[src/rtl/pkt_mux_nto1_if.sv]
// -----------------------------------------------------------------------------
// pkt_mux_nto1_if
//   Bundles the request, per-port read-beat and forwarded-beat signals of the
//   packet-aware N-to-1 read-data mux.
//
//   slave  modport : the mux itself (consumes i_*, drives o_*)
//   master modport : the environment (drives i_*, observes o_*)
//
//   i_en        block enable, 0 aborts and flushes
//   i_sel_vld   select request strobe
//   i_sel       requested input port
//   i_rd_*      per-port sop / eop / vld / data (unpacked, one entry per port)
//   o_rd_*      forwarded sop / eop / vld / data
//   o_busy      mux is armed or transferring
//   o_cur_sel   latched port
//   o_pkt_cnt   completed packets, wrapping
//   o_err       sticky protocol error
// -----------------------------------------------------------------------------
interface pkt_mux_nto1_if #(
  parameter int PORT_NUM   = 16,
  parameter int DATA_WIDTH = 64,
  parameter int CNT_WIDTH  = 16
);
  localparam int SEL_W = $clog2(PORT_NUM);

  logic                  i_en;
  logic                  i_sel_vld;
  logic [SEL_W-1:0]      i_sel;
  logic                  i_rd_sop  [PORT_NUM];
  logic                  i_rd_eop  [PORT_NUM];
  logic                  i_rd_vld  [PORT_NUM];
  logic [DATA_WIDTH-1:0] i_rd_data [PORT_NUM];

  logic                  o_rd_sop;
  logic                  o_rd_eop;
  logic                  o_rd_vld;
  logic [DATA_WIDTH-1:0] o_rd_data;
  logic                  o_busy;
  logic [SEL_W-1:0]      o_cur_sel;
  logic [CNT_WIDTH-1:0]  o_pkt_cnt;
  logic                  o_err;

  modport slave (
    input  i_en, i_sel_vld, i_sel, i_rd_sop, i_rd_eop, i_rd_vld, i_rd_data,
    output o_rd_sop, o_rd_eop, o_rd_vld, o_rd_data, o_busy, o_cur_sel,
           o_pkt_cnt, o_err
  );

  modport master (
    output i_en, i_sel_vld, i_sel, i_rd_sop, i_rd_eop, i_rd_vld, i_rd_data,
    input  o_rd_sop, o_rd_eop, o_rd_vld, o_rd_data, o_busy, o_cur_sel,
           o_pkt_cnt, o_err
  );
endinterface

[src/rtl/pkt_mux_nto1.sv]
// -----------------------------------------------------------------------------
// pkt_mux_nto1
//   Registered, packet-aware N-to-1 read-data mux. A select request latches one
//   input port; the port stays locked from its SOP beat through its EOP beat so
//   a packet is never split. Forwarded beats appear one cycle after the input
//   beat, completed packets are counted and protocol errors are flagged.
//
//   i_clk    clock
//   i_rst_n  synchronous active-low reset
//   bus      pkt_mux_nto1_if.slave (request, per-port beats, forwarded beats,
//            status: o_busy, o_cur_sel, o_pkt_cnt, o_err)
// -----------------------------------------------------------------------------
module pkt_mux_nto1 #(
  parameter int PORT_NUM   = 16,
  parameter int DATA_WIDTH = 64,
  parameter int CNT_WIDTH  = 16
) (
  input  logic          i_clk,
  input  logic          i_rst_n,
  pkt_mux_nto1_if.slave bus
);
  localparam int SEL_W = $clog2(PORT_NUM);
  // One extra bit so that PORT_NUM itself is representable for the range check.
  localparam logic [SEL_W:0]       PORT_NUM_W = (SEL_W + 1)'(PORT_NUM);
  localparam logic [CNT_WIDTH-1:0] CNT_ONE    = {{(CNT_WIDTH - 1){1'b0}}, 1'b1};

  typedef enum logic [1:0] {
    IDLE  = 2'd0,
    ARMED = 2'd1,
    XFER  = 2'd2
  } state_t;

  state_t                state_r;
  state_t                state_nxt_s;
  logic [SEL_W-1:0]      cur_sel_r;
  logic [SEL_W-1:0]      cur_sel_nxt_s;
  logic                  fwd_s;
  logic                  done_s;
  logic                  err_set_s;

  logic                  beat_vld_s;
  logic                  beat_sop_s;
  logic                  beat_eop_s;
  logic [DATA_WIDTH-1:0] beat_data_s;

  logic                  rd_sop_r;
  logic                  rd_eop_r;
  logic                  rd_vld_r;
  logic [DATA_WIDTH-1:0] rd_data_r;
  logic                  busy_r;
  logic [CNT_WIDTH-1:0]  pkt_cnt_r;
  logic                  err_r;

  // Only the latched port is ever looked at; all other ports are invisible.
  assign beat_vld_s  = bus.i_rd_vld[cur_sel_r];
  assign beat_sop_s  = bus.i_rd_sop[cur_sel_r];
  assign beat_eop_s  = bus.i_rd_eop[cur_sel_r];
  assign beat_data_s = bus.i_rd_data[cur_sel_r];

  // Next-state, port latching, forward/complete/error decisions.
  always_comb begin
    state_nxt_s   = state_r;
    cur_sel_nxt_s = cur_sel_r;
    fwd_s         = 1'b0;
    done_s        = 1'b0;
    err_set_s     = 1'b0;
    if (!bus.i_en) begin
      state_nxt_s = IDLE;
    end else begin
      case (state_r)
        IDLE: begin
          // A SOP arriving together with the request is not captured: the
          // beat mux still points at the previously latched port this cycle.
          if (bus.i_sel_vld) begin
            if ({1'b0, bus.i_sel} < PORT_NUM_W) begin
              state_nxt_s   = ARMED;
              cur_sel_nxt_s = bus.i_sel;
            end else begin
              err_set_s = 1'b1;
            end
          end else begin
            state_nxt_s = IDLE;
          end
        end
        ARMED: begin
          if (beat_vld_s) begin
            if (beat_sop_s) begin
              fwd_s = 1'b1;
              if (beat_eop_s) begin
                done_s      = 1'b1;
                state_nxt_s = IDLE;
              end else begin
                state_nxt_s = XFER;
              end
            end else begin
              // Stray body beat before any SOP: dropped and flagged.
              err_set_s = 1'b1;
            end
          end else begin
            state_nxt_s = ARMED;
          end
        end
        XFER: begin
          if (beat_vld_s) begin
            fwd_s     = 1'b1;
            // A restart mid-packet is forwarded but flagged.
            err_set_s = beat_sop_s;
            if (beat_eop_s) begin
              done_s      = 1'b1;
              state_nxt_s = IDLE;
            end else begin
              state_nxt_s = XFER;
            end
          end else begin
            state_nxt_s = XFER;
          end
        end
        default: begin
          state_nxt_s = IDLE;
        end
      endcase
    end
  end

  // State, latched port, registered outputs, packet counter and sticky error.
  always_ff @(posedge i_clk) begin
    if (!i_rst_n) begin
      state_r   <= IDLE;
      cur_sel_r <= {SEL_W{1'b0}};
      rd_sop_r  <= 1'b0;
      rd_eop_r  <= 1'b0;
      rd_vld_r  <= 1'b0;
      rd_data_r <= {DATA_WIDTH{1'b0}};
      busy_r    <= 1'b0;
      pkt_cnt_r <= {CNT_WIDTH{1'b0}};
      err_r     <= 1'b0;
    end else begin
      state_r   <= state_nxt_s;
      cur_sel_r <= cur_sel_nxt_s;
      rd_sop_r  <= fwd_s & beat_sop_s;
      rd_eop_r  <= fwd_s & beat_eop_s;
      rd_vld_r  <= fwd_s;
      rd_data_r <= fwd_s ? beat_data_s : {DATA_WIDTH{1'b0}};
      busy_r    <= (state_nxt_s != IDLE);
      if (done_s) begin
        pkt_cnt_r <= pkt_cnt_r + CNT_ONE;
      end else begin
        pkt_cnt_r <= pkt_cnt_r;
      end
      if (err_set_s) begin
        err_r <= 1'b1;
      end else begin
        err_r <= err_r;
      end
    end
  end

  assign bus.o_rd_sop  = rd_sop_r;
  assign bus.o_rd_eop  = rd_eop_r;
  assign bus.o_rd_vld  = rd_vld_r;
  assign bus.o_rd_data = rd_data_r;
  assign bus.o_busy    = busy_r;
  assign bus.o_cur_sel = cur_sel_r;
  assign bus.o_pkt_cnt = pkt_cnt_r;
  assign bus.o_err     = err_r;

endmodule

[src/flat_wrapper.sv]
// flat-port wrapper written by rule: the top's interface ports become plain ports
module pkt_mux_nto1_flat 
#(
  parameter int PORT_NUM   = 16,
  parameter int DATA_WIDTH = 64,
  parameter int CNT_WIDTH  = 16
)
  (i_clk, i_rst_n, bus_i_en, bus_i_sel_vld, bus_i_sel, bus_i_rd_sop, bus_i_rd_eop, bus_i_rd_vld, bus_i_rd_data, bus_o_rd_sop, bus_o_rd_eop, bus_o_rd_vld, bus_o_rd_data, bus_o_busy, bus_o_cur_sel, bus_o_pkt_cnt, bus_o_err);
  pkt_mux_nto1_if #(.PORT_NUM(PORT_NUM), .DATA_WIDTH(DATA_WIDTH), .CNT_WIDTH(CNT_WIDTH)) bus_i ();
  input  logic i_clk;
  input  logic i_rst_n;
  input wire logic [$bits(bus_i.i_en)-1:0] bus_i_en;
  input wire logic [$bits(bus_i.i_sel_vld)-1:0] bus_i_sel_vld;
  input wire logic [$bits(bus_i.i_sel)-1:0] bus_i_sel;
  input wire logic [$bits(bus_i.i_rd_sop)-1:0] bus_i_rd_sop;
  input wire logic [$bits(bus_i.i_rd_eop)-1:0] bus_i_rd_eop;
  input wire logic [$bits(bus_i.i_rd_vld)-1:0] bus_i_rd_vld;
  input wire logic [$bits(bus_i.i_rd_data)-1:0] bus_i_rd_data;
  output wire logic [$bits(bus_i.o_rd_sop)-1:0] bus_o_rd_sop;
  output wire logic [$bits(bus_i.o_rd_eop)-1:0] bus_o_rd_eop;
  output wire logic [$bits(bus_i.o_rd_vld)-1:0] bus_o_rd_vld;
  output wire logic [$bits(bus_i.o_rd_data)-1:0] bus_o_rd_data;
  output wire logic [$bits(bus_i.o_busy)-1:0] bus_o_busy;
  output wire logic [$bits(bus_i.o_cur_sel)-1:0] bus_o_cur_sel;
  output wire logic [$bits(bus_i.o_pkt_cnt)-1:0] bus_o_pkt_cnt;
  output wire logic [$bits(bus_i.o_err)-1:0] bus_o_err;
  assign bus_i.i_en = bus_i_en;
  assign bus_i.i_sel_vld = bus_i_sel_vld;
  assign bus_i.i_sel = bus_i_sel;
  assign bus_i.i_rd_sop = {>>{bus_i_rd_sop}};
  assign bus_i.i_rd_eop = {>>{bus_i_rd_eop}};
  assign bus_i.i_rd_vld = {>>{bus_i_rd_vld}};
  assign bus_i.i_rd_data = {>>{bus_i_rd_data}};
  assign bus_o_rd_sop = bus_i.o_rd_sop;
  assign bus_o_rd_eop = bus_i.o_rd_eop;
  assign bus_o_rd_vld = bus_i.o_rd_vld;
  assign bus_o_rd_data = bus_i.o_rd_data;
  assign bus_o_busy = bus_i.o_busy;
  assign bus_o_cur_sel = bus_i.o_cur_sel;
  assign bus_o_pkt_cnt = bus_i.o_pkt_cnt;
  assign bus_o_err = bus_i.o_err;
  pkt_mux_nto1 #(.PORT_NUM(PORT_NUM), .DATA_WIDTH(DATA_WIDTH), .CNT_WIDTH(CNT_WIDTH)) u_core (.i_clk(i_clk), .i_rst_n(i_rst_n), .bus(bus_i));
endmodule
[config.mk]
export PLATFORM = sky130hd
export DESIGN_NAME = pkt_mux_nto1_flat
export DESIGN_NICKNAME = d
export VERILOG_FILES = /design/src/rtl/pkt_mux_nto1_if.sv /design/src/rtl/pkt_mux_nto1.sv /design/src/flat_wrapper.sv
export SDC_FILE = /design/constraint.sdc
export NUM_CORES = 1
export LEC_CHECK = 0
export BUFFER_PORTS_ARGS = -buffer_cell sky130_fd_sc_hd__buf_2
export CAP_MARGIN = 20
export CELL_PAD_IN_SITES_DETAIL_PLACEMENT = 1
export CELL_PAD_IN_SITES_GLOBAL_PLACEMENT = 1
export CORE_AREA = 2 2 457 459
export DETAILED_ROUTE_END_ITERATION = 10
export DIE_AREA = 0 0 459 461
export PLACE_DENSITY_LB_ADDON = 0.1
export RECOVER_POWER = 100
export REMOVE_ABC_BUFFERS = 1
export SLEW_MARGIN = 20
export SYNTH_ARGS = -nofsm -noshare
export SYNTH_HDL_FRONTEND = slang
export SYNTH_SLANG_ARGS = --single-unit
[constraint.sdc]
create_clock -name i_clk -period 2.8 [get_ports i_clk]
set_clock_uncertainty 0.05 [all_clocks]
set_input_delay 0.42 -clock i_clk [delete_from_list [all_inputs] [get_ports i_clk]]
set_output_delay 0.42 -clock i_clk [all_outputs]
set_load 0.05 [all_outputs]
==> flow_metrics.tcl, run 1 <==
set metrics [dict create \
    stdcell_area_sq_um 20900 \
    endpoint "u_core.bus.o_rd_data[0]" \
    worstPathMaxFanout 44 \
    ir_worst_vdd_v 0.000290 \
    wl_per_cell_microns 29.2 \
    place_congestion 0.882 \
    layout-drive-gt1-share_pct 79.5 \
    status "finished clean" \
    die-area_sq_um 212000 \
    synth.largest_area_cell "mux4_2" \
    fin_ws_ps 148 \
    die_w_microns 459 \
    setup_violations 0 \
    leakage_uw 0.00793 \
    hold_class "primary input to flop" \
    clk_latency_ps 430 \
    netlist_instances 731 \
    synth.most_common_cell "mux4_2" \
    regToRegSetupSlack_ps 150 \
    fillers 24400 \
    avgSynthCellArea_sq_um 15.1 \
    drt-total-wl_mm 135 \
    grt_pass1_wl_mm 168 \
    clkTransAtPathRegs_ps 100 \
    pre_cts_ws_ps 33.8 \
    synth_seq_area_share_pct 16.5 \
    async_reset_ff_share_pct 0 \
    nNetsFinal 2975 \
    min-delay-start "bus_i_sel[3]" \
    cts_made_buffers 9 \
    cts.sinks 91 \
    finalHoldViolCount 0 \
    die_h_microns 461 \
    design.core.area_sq_um 206000 \
    hpwl_mm 122 \
    critical_path_class "flop to flop" \
    worstSetupStartpointType "flop" \
    maxSlewViolCount 0 \
    ys_ff_latch 91 \
    period_share_pct 94.7 \
    grt_use_total_pct 12.3 \
    grt_pass1_vias 15300 \
    worstPathRequired_ps 3070 \
    vias 13800 \
    tns_ps 0 \
    synth_area_leaders "mux4_2 (66%), dfxtp_1 (16%), nor2b_1 (3.7%)" \
    powerDensity_nw_per_um2 258 \
    firstDrtPassIters 4 \
    critPathArrivalTime_ps 2920 \
    critPathLaunch "u_core.bus.o_cur_sel[1]" \
    htreeDepth 3 \
    cap_violations 0 \
    yosysTopAreaCellShare_pct 66.4 \
    r2r-end "u_core.bus.o_rd_data[0]" \
    ant_nets 0 \
    cts_hold_buf 0 \
    worst_pin_slew_ps 1120 \
    antenna_found_initial 150 \
    cts_tree "done" \
    worstReg2RegStart "u_core.bus.o_cur_sel[1]" \
    synthFlopType "dfxtp_1" \
    period_minus_slack_ps 2650 \
    via_per_inst 2.98 \
    netlist_top_cells_count "mux4_2 (326), dfxtp_1 (91), nor2b_1 (66), clkbuf_1 (52), buf_2 (28)" \
    drt_iter0_markers 685 \
    synth_cell_types 42 \
    rows 167 \
    max_slew_margin_pct 25.3 \
    max_freq_ghz 0.377 \
    rsz0062_at_grt "false" \
    synth_edf_count 0 \
    root_buffer "clkbuf_16" \
    reg2reg_depth 5 \
    start_util_pct 5.36 \
    synth_area_sq_um 11100 \
    dpl_cell_area_sq_um 20600 \
    clock_path_buffers 2 \
    yosysWarnings 0 \
    io_pins 1169 \
    total_power_uw 5370 \
    port_buffers 1168 \
    overflow 0 \
    endpoint_kind "flop" \
    drcViolationCount 0 \
    grt_max_degree 45 \
    area_growth_pct 88.6 \
]
worst max-delay path: stages, from the launching register on:
cell and delay [ps]:
dfxtp_4 580, buf_8 360, buf_12 290, mux4_2 410, mux4_2 500, nor2b_1 140
state kept, by name, summed over array words and instances (netlist names):
signal,flops
u_core.bus.o_rd_data,64
u_core.bus.o_pkt_cnt,16
u_core.bus.o_cur_sel,4
u_core.state_r,2
u_core.bus.o_busy,1
u_core.bus.o_err,1
u_core.bus.o_rd_eop,1
u_core.bus.o_rd_sop,1
u_core.bus.o_rd_vld,1
worst min-delay path by stage:
stage	endpoint	slack (ps)	depth (start not counted)
finish	u_core.bus.o_cur_sel[3]	180	3
global route	u_core.bus.o_cur_sel[3]	150	3
CTS	u_core.bus.o_cur_sel[3]	110	3
detailed placement	u_core.bus.o_err	390	2
global placement	u_core.bus.o_err	410	2
floorplan	u_core.bus.o_err	480	2
power by group:
part           leakage [uW]  internal [uW]  switching (uW)
sequential         0.000736           1300            20.1
combinational       0.00706           1460            1110
clock              0.000138            618             866
cells in the final DEF, fill, tap and decap left out, types with 4 or more instances in the layout:
| cell | instances |
|---|---|
| ha_1 | 5 |
| nand3_1 | 11 |
| buf_2 | 1081 |
| a21oi_1 | 10 |
| nand2b_1 | 7 |
| diode_2 | 20 |
| inv_1 | 6 |
| buf_12 | 15 |
| nand2_1 | 17 |
| o31ai_1 | 8 |
| clkbuf_16 | 9 |
| mux2i_1 | 27 |
| and3_1 | 4 |
| mux4_2 | 326 |
| clkbuf_1 | 87 |
| nand4_1 | 6 |
| dfxtp_1 | 87 |
| nor2_1 | 12 |
| nor2b_1 | 66 |
| buf_4 | 49 |
| or4_1 | 7 |
cell families after synthesis:
group                    share of synthesized area [%]
AO/OA/AOI/OAI                                     2.12
adder cells (fa/ha/maj)                          0.566
buffers and inverters                             4.14
flip-flops                                        16.5
multiplexers                                      69.0
AND/OR/NAND/NOR                                   7.66
what timing repair did:
| item | in CTS | in global routing |
|---|---|---|
| resized for setup | 0 | 2 |
| setup buffers | 0 | 6 |
| endpoints found under the setup margin | 0 | 21 |
metrics by stage:
| step | hold WS (ps) | std cells | util, % |
|---|---|---|---|
| detailed placement | 395 | 4577 | 9.99 |
| finish | 183 | 4619 | 10.1 |
| global route | 152 | 4603 | 10.1 |
| floorplan | 477 | 638 | - |
| global placement | 409 | 4577 | 9.99 |
| CTS | 106 | 4593 | 10.1 |
cell type report:
cell class	instances	area, sq um	area share, %
clock inverters	6	48.8	0.234
flip-flops and latches	91	1830	8.79
well taps	2704	3380	16.2
clock buffers	10	229	1.10
inverters	7	31.3	0.150
diodes	20	50.0	0.240
multi-input cells	540	8780	42.1
repair buffers	1241	6500	31.2
per-layer routing:
| metal | part of all wire (%) | wire (microns) | GRT usage, % | vias to the layer above |
|---|---|---|---|---|
| met5 | 0.37 | 494 | 0 | - |
| met4 | 1.2 | 1580 | 1.21 | 80 |
| met3 | 9.6 | 12900 | 5.00 | 216 |
| met2 | 49 | 66300 | 21.5 | 913 |
| met1 | 40 | 53500 | 14.3 | 6956 |
| li1 | - | - | - | 5594 |
(Power assumes the default switching activity.)
==> run 2, diff against run 1 <==
--- a/config.mk
+++ b/config.mk
@@ -14,5 +14,5 @@
 export DIE_AREA = 0 0 459 461
 export PLACE_DENSITY_LB_ADDON = 0.1
-export RECOVER_POWER = 100
+export RECOVER_POWER = 25
 export REMOVE_ABC_BUFFERS = 1
 export SLEW_MARGIN = 20
==> constraint.sdc (replaced) <==
create_clock -name i_clk -period 2.8 [get_ports i_clk]
set_clock_uncertainty 0.05 [all_clocks]
set_input_delay 0.28 -clock i_clk [delete_from_list [all_inputs] [get_ports i_clk]]
set_output_delay 0.28 -clock i_clk [all_outputs]
set_load 0.05 [all_outputs]
==> run 2 against run 1 <==
Cell area rose by 0.56%. Maximum frequency up 2.2%. First-iteration DRC count shrank 1.6%. Sequential cell count unchanged. Critical path depth grew 1. Count of clock-buffer cells in the layout unchanged. Register-to-register slack gained 60 ps. Non-clock buffer count rose by 4. Total power is essentially flat. Critical endpoint is now u_core.bus.o_rd_data[52].
==> flow_metrics.tcl, run 2 (synthesis results as in run 1) <==
set metrics [dict create \
    hold_class "primary input to flop" \
    critPathSlowestCell "dfxtp_4" \
    critPathArrivalTime_ps 2850 \
    ant_nets 0 \
    maxSlewViolCount 0 \
    clkTransAtPathRegs_ps 90 \
    grt_util_met1_pct 14.3 \
    largest_reg_flops 64 \
    fillers 24400 \
    grt_util_met3_pct 5.00 \
    io_pins 1169 \
    htreeDepth 3 \
    clock_path_buffers 2 \
    powerDensity_nw_per_um2 256 \
    cts_tree "done" \
    status "finished clean" \
    drt_iter0_markers 674 \
    grt_pass1_wl_mm 168 \
    worstPathRequired_ps 3050 \
    firstDrtPassIters 4 \
    path_cells "buf_12, buf_12, buf_12, mux4_2, mux4_2, nor2b_1" \
    finalHoldViolCount 0 \
    place_congestion 0.882 \
    grt_use_met2_pct 21.5 \
    drcViolationCount 0 \
    final_common_cell "buf_2" \
    cts_made_buffers 9 \
    via_per_inst 2.98 \
    worstPathMaxFanout 17 \
    area_growth_pct 89.7 \
    rows 167 \
    max_freq_ghz 0.385 \
    cap_violations 0 \
    period_share_pct 92.7 \
    hpwl_mm 122 \
    setup_violations 0 \
    design.core.area_sq_um 206000 \
    grt_max_degree 45 \
    leakage_uw 0.00814 \
    endpoint_kind "flop" \
    worstSetupStartpointType "flop" \
    fin_ws_ps 204 \
    slowest_delay_ps 520 \
    busiest_layer "met2" \
    total_power_uw 5380 \
    root_buffer "clkbuf_16" \
    grt_pass1_vias 15300 \
    path_buf_inv 3 \
    max_slew_margin_pct 39.6 \
    cts.sinks 91 \
    die_w_microns 459 \
    vias 13800 \
    crit_family "multiplexers" \
    port_buffers 1168 \
    drt-total-wl_mm 135 \
    critical_path_class "flop to flop" \
    start_util_pct 5.36 \
    clk_latency_ps 430 \
    nNetsFinal 2979 \
    crit_path_frequent_cell "buf_12" \
    antenna_found_initial 149 \
    hold_slack_ps 118 \
    die-area_sq_um 212000 \
    worst_pin_slew_ps 910 \
    pre_cts_ws_ps 33.8 \
    ir_worst_vdd_v 0.000290 \
    overflow 0 \
    rsz0062_at_grt "false" \
    die_h_microns 461 \
    grt_use_total_pct 12.3 \
    period_minus_slack_ps 2600 \
    layout-drive-gt1-share_pct 81.5 \
    final_cell_mix "buf_2 (1123), mux4_2 (326), dfxtp_1 (87)" \
    wl_per_cell_microns 29.2 \
]
==> run 2: changes by cell type in the layout (fill, tap and decap cells not counted) <==
cell | before | now
buf_6 | 3 | 1
buf_12 | 15 | 19
dlygate4sd3_1 | 0 | 4
and2_0 | 1 | 0
buf_2 | 1081 | 1123
and2_1 | 2 | 3
clkbuf_2 | 2 | 0
buf_4 | 49 | 53
diode_2 | 20 | 18
clkbuf_4 | 3 | 0
buf_8 | 2 | 0
clkbuf_1 | 87 | 46
==> run 2: worst paths after layout <==
kind	slack, ps	end	cells past startpoint	start
worst max-delay path	200	u_core.bus.o_rd_data[52]	6	u_core.bus.o_cur_sel[0]
worst min-delay path	120	u_core.state_r[0]	3	bus_i_sel_vld
worst max register to register	200	u_core.bus.o_rd_data[52]	6	u_core.bus.o_cur_sel[0]
worst min register to register	410	u_core.bus.o_err	2	u_core.bus.o_err
==> run 2: power breakdown <==
| group | total (uW) | switching (uW) | internal (uW) | leakage [uW] |
|---|---|---|---|---|
| clock network | 1480 | 860 | 618 | 0.000138 |
| registers | 1320 | 20.2 | 1300 | 0.000736 |
| logic | 2580 | 1110 | 1470 | 0.00727 |
| total | 5380 | 1990 | 3390 | 0.00814 |
==> run 2: layout make-up <==
type	instances	area, sq um	area share (%)
Tap cell	2704	3380	16.1
Antenna cell	18	45.0	0.215
Inverter	7	31.3	0.149
Timing Repair Buffer	1245	6620	31.6
Sequential cell	91	1830	8.75
Clock buffer	10	229	1.09
Multi-Input combinational cell	540	8780	41.9
Clock inverter	6	48.8	0.233
==> run 2: metal layers <==
metal / wire length (microns) / vias to the layer above
met1: 53400 / 6970
met4: 1640 / 80
met5: 492 / -
met3: 13000 / 212
li1: - / 5598
met2: 66200 / 908
==> run 2: what timing repair did <==
item	CTS	global route
setup endpoints to repair	0	21
gates resized for setup	0	2
hold buffers	4	0
setup buffers	0	6
endpoints found under the hold margin	4	0
==> run 2: worst min-delay path, stage by stage <==
cell     delay [ps]
buf_2           100
nand3_1          80
o31ai_1         100
==> run 2: through the flow <==
step,setup TNS (ps),util (%),instances,cell area [sq um]
global placement,0,9.99,4577,20600
detailed placement,0,9.99,4577,20600
CTS,0,10.1,4597,20900
floorplan,-980930,-,638,10600
global route,0,10.1,4607,20900
finish,0,10.2,4621,21000
==> run 3, diff against run 2 <==
Settings changed: SLEW_MARGIN 20 to unset.
Clock period 2.8 ns to 2.9 ns, I/O delays scaled along.
==> run 3 against run 2 <==
Sequential power down 4%. Wire length down 0.81%. Worst hold slack worse by 50 ps. Sequential share of layout area up 0.068 points. Die area unchanged. Utilization down 0.085 points. Global-route usage down 0.14 points. Count of clock-buffer cells in the layout unchanged. Sequential cell count unchanged. Cell area down 0.84%. Combinational power down 4%. Largest cell class unchanged. Largest power group unchanged. Highest routed layer unchanged.
==> flow_metrics.tcl, run 3 (synthesis results as in run 1) <==
set metrics [dict create \
    setup_violations 0 \
    post_cts_resized 0 \
    rsz0062_at_grt "false" \
    slowest_delay_ps 610 \
    period_share_pct 92.5 \
    worstPathMaxFanout 26 \
    die-area_sq_um 212000 \
    vias 13800 \
    worst_pin_slew_ps 917 \
    powerDensity_nw_per_um2 253 \
    critPathSlowestCell "mux4_2" \
    port_buffers 1168 \
    finalHoldViolCount 0 \
    drt_iter0_markers 864 \
    cap_violations 0 \
    place_congestion 0.859 \
    hold_class "primary input to flop" \
    antenna_found_initial 162 \
    final_cell_mix "buf_2 (1123), mux4_2 (326), dfxtp_1 (88)" \
    crit_family "multiplexers" \
    via_per_inst 3.00 \
    layout-drive-gt1-share_pct 81.3 \
    hpwl_mm 121 \
    max_freq_ghz 0.373 \
    status "finished clean" \
    firstDrtPassIters 4 \
    clock_path_buffers 2 \
    io_pins 1169 \
    die_h_microns 461 \
    max_slew_margin_pct 38.9 \
    cts_hold_buf 3 \
    critPathArrivalTime_ps 2940 \
    worstPathRequired_ps 3150 \
    design.core.area_sq_um 206000 \
    tns_ps 0 \
    worstSetupStartpointType "flop" \
    drt-total-wl_mm 134 \
    endpoint_kind "flop" \
    htreeDepth 3 \
    cts_made_buffers 9 \
    rows 167 \
    overflow 0 \
    leakage_uw 0.00802 \
    postCtsSetupBuffers 0 \
    nNetsFinal 2958 \
    start_util_pct 5.36 \
    period_minus_slack_ps 2680 \
    grt_use_total_pct 12.1 \
    ant_nets 0 \
    grt_pass1_wl_mm 167 \
    cts_tree "done" \
    die_w_microns 459 \
    grt_pass1_vias 15300 \
    clk_latency_ps 430 \
    area_growth_pct 88.1 \
    final_common_cell "buf_2" \
    clkTransAtPathRegs_ps 90 \
    grt_max_degree 45 \
    drcViolationCount 0 \
    path_cells "buf_12, buf_4, mux4_2, mux4_2, nor2b_1" \
    critical_path_class "flop to flop" \
    cts.sinks 91 \
    largest_reg_flops 64 \
    wl_per_cell_microns 29.0 \
    ir_worst_vdd_v 0.000301 \
    root_buffer "clkbuf_16" \
    fillers 24400 \
    path_buf_inv 2 \
    maxSlewViolCount 0 \
    crit_path_frequent_cell "mux4_2" \
    total_power_uw 5270 \
]
==> run 3: changes by cell type in the layout (fill, tap and decap cells not counted), sizes merged <==
cell         delta
dlygate4sd3     -1
inv             +1
diode           +6
bufinv          +1
buf            -20
clkinv          -2
==> run 3: final cells by class <==
cell class	instances	area, sq um	area share (%)
well taps	2704	3380	16.3
repair buffers	1224	6400	30.8
flip-flops and latches	91	1830	8.81
clock buffers	10	229	1.10
clock inverters	6	72.6	0.349
multi-input cells	540	8780	42.2
inverters	7	31.3	0.150
diodes	24	60.1	0.289
==> run 3: stage by stage <==
step | utilization (%) | instance area (sq um) | hold slack, ps | setup WS, ps | std cells
finish | 10.1 | 20800 | 68.1 | 216 | 4606
global route | 10.1 | 20700 | 47.4 | 85.8 | 4587
CTS | 10.1 | 20800 | 0.0924 | 141 | 4582
detailed placement | 9.91 | 20500 | 396 | 181 | 4563
global placement | 9.91 | 20500 | 403 | 182 | 4563
floorplan | - | 10600 | 347 | -11040 | 638
==> run 3: metal layers <==
metal,GRT usage [%],routed length (microns),up-vias
li1,-,-,5567
met1,13.9,51300,6931
met2,20.8,65000,966
met3,5.66,15000,239
met4,1.57,1660,100
met5,0,630,-
==> run 3: path summary, 6_finish.rpt <==
kind	start	to	slack [ps]	depth (start not counted)
worst max-delay path	u_core.bus.o_cur_sel[0]	u_core.bus.o_rd_data[48]	220	5
worst min-delay path	bus_i_sel[1]	u_core.bus.o_cur_sel[1]	70	3
worst max register to register	u_core.bus.o_cur_sel[0]	u_core.bus.o_rd_data[48]	220	5
worst min register to register	u_core.bus.o_err	u_core.bus.o_err	420	2
==> run 3: where the power goes <==
group	internal (uW)	total, uW	switching [uW]
Sequential	1250	1270	17.2
Clock	687	1520	833
Combinational	1390	2480	1090
Total	3330	5270	1940
==> run 3: tightest hold or removal path: stages <==
cell	delay (ps)
buf_2	100
mux2i_1	60
nor2_1	70
